[src/rtl/seg_pattern_reader.sv]
// seg_pattern_reader
//   Samples a 7-segment pattern every clock, waits until it has been stable
//   for STABLE_CYCLES samples, decodes it to a hex digit and offers the
//   result on a valid/ready output. Blank patterns produce no result but
//   re-arm repeat suppression; unknown lit patterns are reported as errors.
//
// Configuration macro:
//   SEG_ACTIVE_LOW_EN  - when defined, seg is inverted before sampling
//                        (0 = lit segment, all-ones = blank).
//
// Ports:
//   clk        in   clock, rising edge
//   reset      in   asynchronous active-high reset
//   seg[6:0]   in   segment pattern {g,f,e,d,c,b,a}
//   out_ready  in   consumer accepts result when high with out_valid
//   out_valid  out  result pending
//   out_value  out  decoded hex digit
//   out_err    out  pending result is an unknown non-blank pattern
//   ovf        out  sticky: a result was dropped while one was pending
//   digit_cnt  out  accepted handshakes, wraps at 256

module seg_pattern_reader #(
    parameter int STABLE_CYCLES = 4
) (
    input  logic       clk,
    input  logic       reset,
    input  logic [6:0] seg,
    input  logic       out_ready,
    output logic       out_valid,
    output logic [3:0] out_value,
    output logic       out_err,
    output logic       ovf,
    output logic [7:0] digit_cnt
);

    typedef enum logic [1:0] {TRACK, FIRE, HOLD} state_t;

    localparam logic [3:0] STAB_MAX = 4'(STABLE_CYCLES);

    // {hit, digit}; hit=0 means the pattern is not in the hex table
    function automatic logic [4:0] f_decode(input logic [6:0] p);
        case (p)
            7'h3F: return {1'b1, 4'h0};
            7'h06: return {1'b1, 4'h1};
            7'h5B: return {1'b1, 4'h2};
            7'h4F: return {1'b1, 4'h3};
            7'h66: return {1'b1, 4'h4};
            7'h6D: return {1'b1, 4'h5};
            7'h7D: return {1'b1, 4'h6};
            7'h07: return {1'b1, 4'h7};
            7'h7F: return {1'b1, 4'h8};
            7'h6F: return {1'b1, 4'h9};
            7'h77: return {1'b1, 4'hA};
            7'h7C: return {1'b1, 4'hB};
            7'h39: return {1'b1, 4'hC};
            7'h5E: return {1'b1, 4'hD};
            7'h79: return {1'b1, 4'hE};
            7'h71: return {1'b1, 4'hF};
            default: return 5'b0;
        endcase
    endfunction

    logic [6:0] w_seg_in;
`ifdef SEG_ACTIVE_LOW_EN
    assign w_seg_in = ~seg;
`else
    assign w_seg_in = seg;
`endif

    state_t     r_state, w_nxt_state;
    logic [6:0] r_seg_q;
    logic [3:0] r_stab_cnt;
    logic       r_done;       // current pattern has already been fired
    logic [6:0] r_eval_pat;   // pattern captured for the FIRE cycle
    logic       r_last_vld;
    logic [6:0] r_last_pat;
    logic       r_valid;
    logic [3:0] r_value;
    logic       r_err;
    logic       r_ovf;
    logic [7:0] r_cnt;

    logic       w_changed, w_trig, w_hs;
    logic [4:0] w_dec;
    logic       w_nxt_valid, w_nxt_err, w_nxt_ovf, w_nxt_last_vld;
    logic [3:0] w_nxt_value;
    logic [6:0] w_nxt_last_pat;

    assign w_changed = (w_seg_in != r_seg_q);
    // Fires once per held pattern; the saturated count alone cannot tell
    // a fresh arrival from a long hold, hence r_done.
    assign w_trig    = (r_stab_cnt == STAB_MAX) && !r_done;
    assign w_hs      = r_valid && out_ready;
    assign w_dec     = f_decode(r_eval_pat);

    // Sampling and stability tracking
    always_ff @(posedge clk or posedge reset) begin
        if (reset) begin
            r_seg_q    <= 7'h00;
            r_stab_cnt <= 4'd0;
            r_done     <= 1'b0;
            r_eval_pat <= 7'h00;
        end else begin
            r_seg_q <= w_seg_in;
            if (w_changed)
                r_stab_cnt <= 4'd1;
            else if (r_stab_cnt != STAB_MAX)
                r_stab_cnt <= r_stab_cnt + 4'd1;
            r_done <= w_changed ? 1'b0 : (r_done | w_trig);
            if (w_trig)
                r_eval_pat <= r_seg_q;
        end
    end

    // FSM / result state register
    always_ff @(posedge clk or posedge reset) begin
        if (reset) begin
            r_state    <= TRACK;
            r_valid    <= 1'b0;
            r_value    <= 4'h0;
            r_err      <= 1'b0;
            r_ovf      <= 1'b0;
            r_cnt      <= 8'd0;
            r_last_vld <= 1'b0;
            r_last_pat <= 7'h00;
        end else begin
            r_state    <= w_nxt_state;
            r_valid    <= w_nxt_valid;
            r_value    <= w_nxt_value;
            r_err      <= w_nxt_err;
            r_ovf      <= w_nxt_ovf;
            r_cnt      <= r_cnt + {7'd0, w_hs};
            r_last_vld <= w_nxt_last_vld;
            r_last_pat <= w_nxt_last_pat;
        end
    end

    // Next-state and result evaluation. FIRE is the single evaluation
    // cycle; it can occur while a result is still pending, in which case
    // the new result is dropped unless the pending one is accepted now.
    always_comb begin
        w_nxt_valid    = r_valid && !w_hs;
        w_nxt_value    = r_value;
        w_nxt_err      = r_err;
        w_nxt_ovf      = r_ovf;
        w_nxt_last_vld = r_last_vld;
        w_nxt_last_pat = r_last_pat;

        if (r_state == FIRE) begin
            if (r_eval_pat == 7'h00) begin
                w_nxt_last_vld = 1'b0;
            end else if (!(r_last_vld && (r_last_pat == r_eval_pat))) begin
                w_nxt_last_vld = 1'b1;
                w_nxt_last_pat = r_eval_pat;
                if (r_valid && !out_ready) begin
                    w_nxt_ovf = 1'b1;
                end else begin
                    w_nxt_valid = 1'b1;
                    w_nxt_value = w_dec[4] ? w_dec[3:0] : 4'h0;
                    w_nxt_err   = !w_dec[4];
                end
            end
        end

        if (w_trig)
            w_nxt_state = FIRE;
        else if (w_nxt_valid)
            w_nxt_state = HOLD;
        else
            w_nxt_state = TRACK;
    end

    assign out_valid = r_valid;
    assign out_value = r_value;
    assign out_err   = r_err;
    assign ovf       = r_ovf;
    assign digit_cnt = r_cnt;

endmodule

[config.mk]
export PLATFORM = sky130hd
export DESIGN_NAME = seg_pattern_reader
export DESIGN_NICKNAME = d
export VERILOG_FILES = /design/src/rtl/seg_pattern_reader.sv
export SDC_FILE = /design/constraint.sdc
export NUM_CORES = 1
export LEC_CHECK = 0
export CAP_MARGIN = 20
export CORE_ASPECT_RATIO = 2
export CORE_MARGIN = 2
export CORE_UTILIZATION = 29
export DETAILED_ROUTE_END_ITERATION = 12
export DONT_BUFFER_PORTS = 1
export SLEW_MARGIN = 20
export SYNTH_ARGS = -nofsm -noshare
export SYNTH_HDL_FRONTEND = slang
export SYNTH_SLANG_ARGS = --single-unit
export TNS_END_PERCENT = 20
[constraint.sdc]
create_clock -name clk -period 2 [get_ports clk]
set_clock_uncertainty 0.2 [all_clocks]
set_input_delay 0.4 -clock clk [delete_from_list [all_inputs] [get_ports clk]]
set_output_delay 0.4 -clock clk [all_outputs]
set_load 0.01 [all_outputs]
==> qor.txt <==
Synth area leaders: dfrtp_1, xnor2_1, mux2_2
Gr usage total: 12.4%
GPL Wtd Cong: 0.859
Syn avg cell area: 11.3 um^2
Main synth FF type: dfrtp_1
Top delay family on crit path: flip-flops
GR Util met3: 1.98%
Crit path from: r_eval_pat[5]$_DFFE_PP0P_
Async SR Flop Fraction: 100%
Setup violators final: 0
#FFs+latches synth: 44
Worst slew margin: 75.2%
Final wirelength: 4440 um
Area Growth Syn to Fin: 20.4%
# DRC: 0
Hold Vio Cnt, Final: 0
Largest net degree at the start of global routing: 45
Non-filler cells, final: 302
Worst-Margin Slew: 369 ps
Status: complete, no violations
Routed len/inst: 14.7 um
Synth Instances: 188
Cell Area, Synth: 2130 um^2
Placed cells: 286
M2 GR Usage: 23.3%
Routed vias/inst: 4.80
Fin crit share: 94.6%
Most frequent cell after synthesis: dfrtp_1
Post-CTS Setup Bufs: 0
CP peak stage delay: 470 ps
Inserted Clock Buffers: 5
Io pins: 25
H-Tree Depth: 2
RSZ-0062 raised after global routing: false
Clk buf depth: 2
Dominant cell type by area after synthesis: dfrtp_1
EDFF count, synth: 0
Fraction of layout cells with a size suffix above 1: 21.4%
Root Driver: clkbuf_16
Yosys warnings: 0
Worst path required time: 1980 ps
Leak: 1.10 nW
Filler cells: 716
Reg2reg setup slack: 110 ps
Die Area: 8100 um^2
Share of the synthesized area in the top cell type: 51.6%
Max cap viols: 0
Bufs and invs on worst path: 0
Clk slew on worst S/H paths: 70 ps
GR peak layer: met2
Pre-Repair DR Iteration Count: 4
CP max stage cell: dfrtp_2
CTS tree: done
Layout Nets: 223
Die height: 125 um
Die Wd: 64.6 um
Worst setup SP type: flip-flop
Netlist cell types: 44
Hold Path Class: in -> reg
Worst VDD drop: 615 uV
Starting Density: 29.6%
Final worst path period need: 1890 ps
CP max FO: 5
Fmax: 0.529 GHz
RR Startpoint: r_eval_pat[5]$_DFFE_PP0P_
Sequential share of the synthesized area: 51.6%
Placeable Area: 7210 um^2
Antenna violations before repair: 0
Critical Path AT: 1870 ps
Gr ovfl total: 0
Max Slew Vio Count: 0
Total negative setup slack: 0 ps
Num rows: 44
Global-route wire length before repair: 7680 um
Synth cell count leaders: dfrtp_1, nand2_1, xnor2_1, o21ai_0, mux2_2
ANT cells: 0
Vias in the first global route: 1584
Routed Antenna Nets: 0
Pwr Density: 704 nW/um^2
CP Class: reg -> reg
Initial DRC Count: 19
Hold WS: 175 ps
Port buffer count: 0
Worst Min Path Start: out_ready
Cell chain of the critical path: xnor2_1, nand4_2, o211ai_4, mux2_1
Critical Path End Type: flip-flop
Syn nets: 202
DPL Wire Length: 3330 um
Total vias in the final route: 1449
GR Util met1: 12.3%
Clock sinks: 44
Clock latency at the later pin of the worst-skew pair: 290 ps
cell usage in the layout, fill, tap and decap left out, types with 3 or more instances in the layout:
cell type	instances
a21oi_1	8
nand2_1	16
nor3_1	4
nand3_1	3
nor2_1	7
xor2_1	6
dlygate4sd3_1	8
ha_1	4
buf_4	13
mux2_2	9
o31ai_1	3
dfrtp_2	4
xnor2_1	15
nand4_1	3
o21ai_0	10
dfrtp_1	40
nor4_1	3
nand2b_1	3
inv_1	6
clkbuf_16	5
nand3b_1	3
metrics by stage:
stage	power [mW]	util, %	setup WS [ps]	area [um^2]
6_report	1.81	35.6	108	2570
5_1_grt	1.87	35.6	16.0	2570
4_1_cts	1.84	35.3	53.3	2550
3_5_place_dp	0.980	32.2	54.8	2320
3_3_place_gp	0.978	32.2	108	2320
2_1_floorplan	0.962	-	170	2130
layout make-up:
class,instances,area [um^2],area share [%]
flip-flops and latches,44,1110,43.1
clock inverters,2,10.0,0.390
well taps,92,115,4.48
repair buffers,23,218,8.48
inverters,7,26.3,1.02
clock buffers,6,139,5.41
multi-input cells,128,953,37.1
state kept, by name, indices dropped and copies added, names as in the netlist:
register	flops
out_valid	1
r_stab_cnt	4
ovf	1
r_last_vld	1
r_state	2
out_value	4
r_seg_q	7
digit_cnt	8
r_done	1
r_eval_pat	7
r_last_pat	7
out_err	1
cells by family after synthesis:
family                     after synthesis  synth area share, %
buffers and inverters                   16                 4.28
and+or+nand+nor                         56                 14.9
AOI/OAI and AO/OA                       34                 11.5
muxes                                   12                 6.28
adders and majority gates                4                 2.35
DFF                                     44                 51.6
xor gates and xnor gates                22                 9.04
metal layers:
layer | routed length, um | part of all wire [%]
met5 | 0 | 0
met2 | 2680 | 60
met3 | 87 | 2.0
met4 | 155 | 3.5
met1 | 1520 | 34
what timing repair did:
action                                 in CTS  in global routing
hold buffers                                8                  0
setup endpoints to repair                   0                  4
endpoints found under the hold margin      51                  0
gates resized for setup                     0                  6
worst reg2reg max path: stages (launching register included):
cell	delay [ps]
dfrtp_2	470
xnor2_1	240
nand4_2	200
o211ai_4	310
mux2_1	350
where the power goes:
part,switching [mW],total (mW),internal (mW),leakage (nW)
logic,0.0274,0.0533,0.0258,0.442
clock network,0.342,0.834,0.493,0.0766
registers,0.0152,0.920,0.905,0.584
total,0.384,1.81,1.42,1.10
path summary, 6_finish.rpt:
path	to	cells past startpoint
max reg2reg	out_value[1]$_DFFE_PP0P_	4
min reg2reg	r_eval_pat[2]$_DFFE_PP0P_	2
max	out_value[1]$_DFFE_PP0P_	4
min in group asynchronous	digit_cnt[1]$_DFF_PP0_	3
min	digit_cnt[0]$_DFF_PP0_	2
max in group asynchronous	r_eval_pat[3]$_DFFE_PP0P_	3
(Power assumes the default switching activity.)
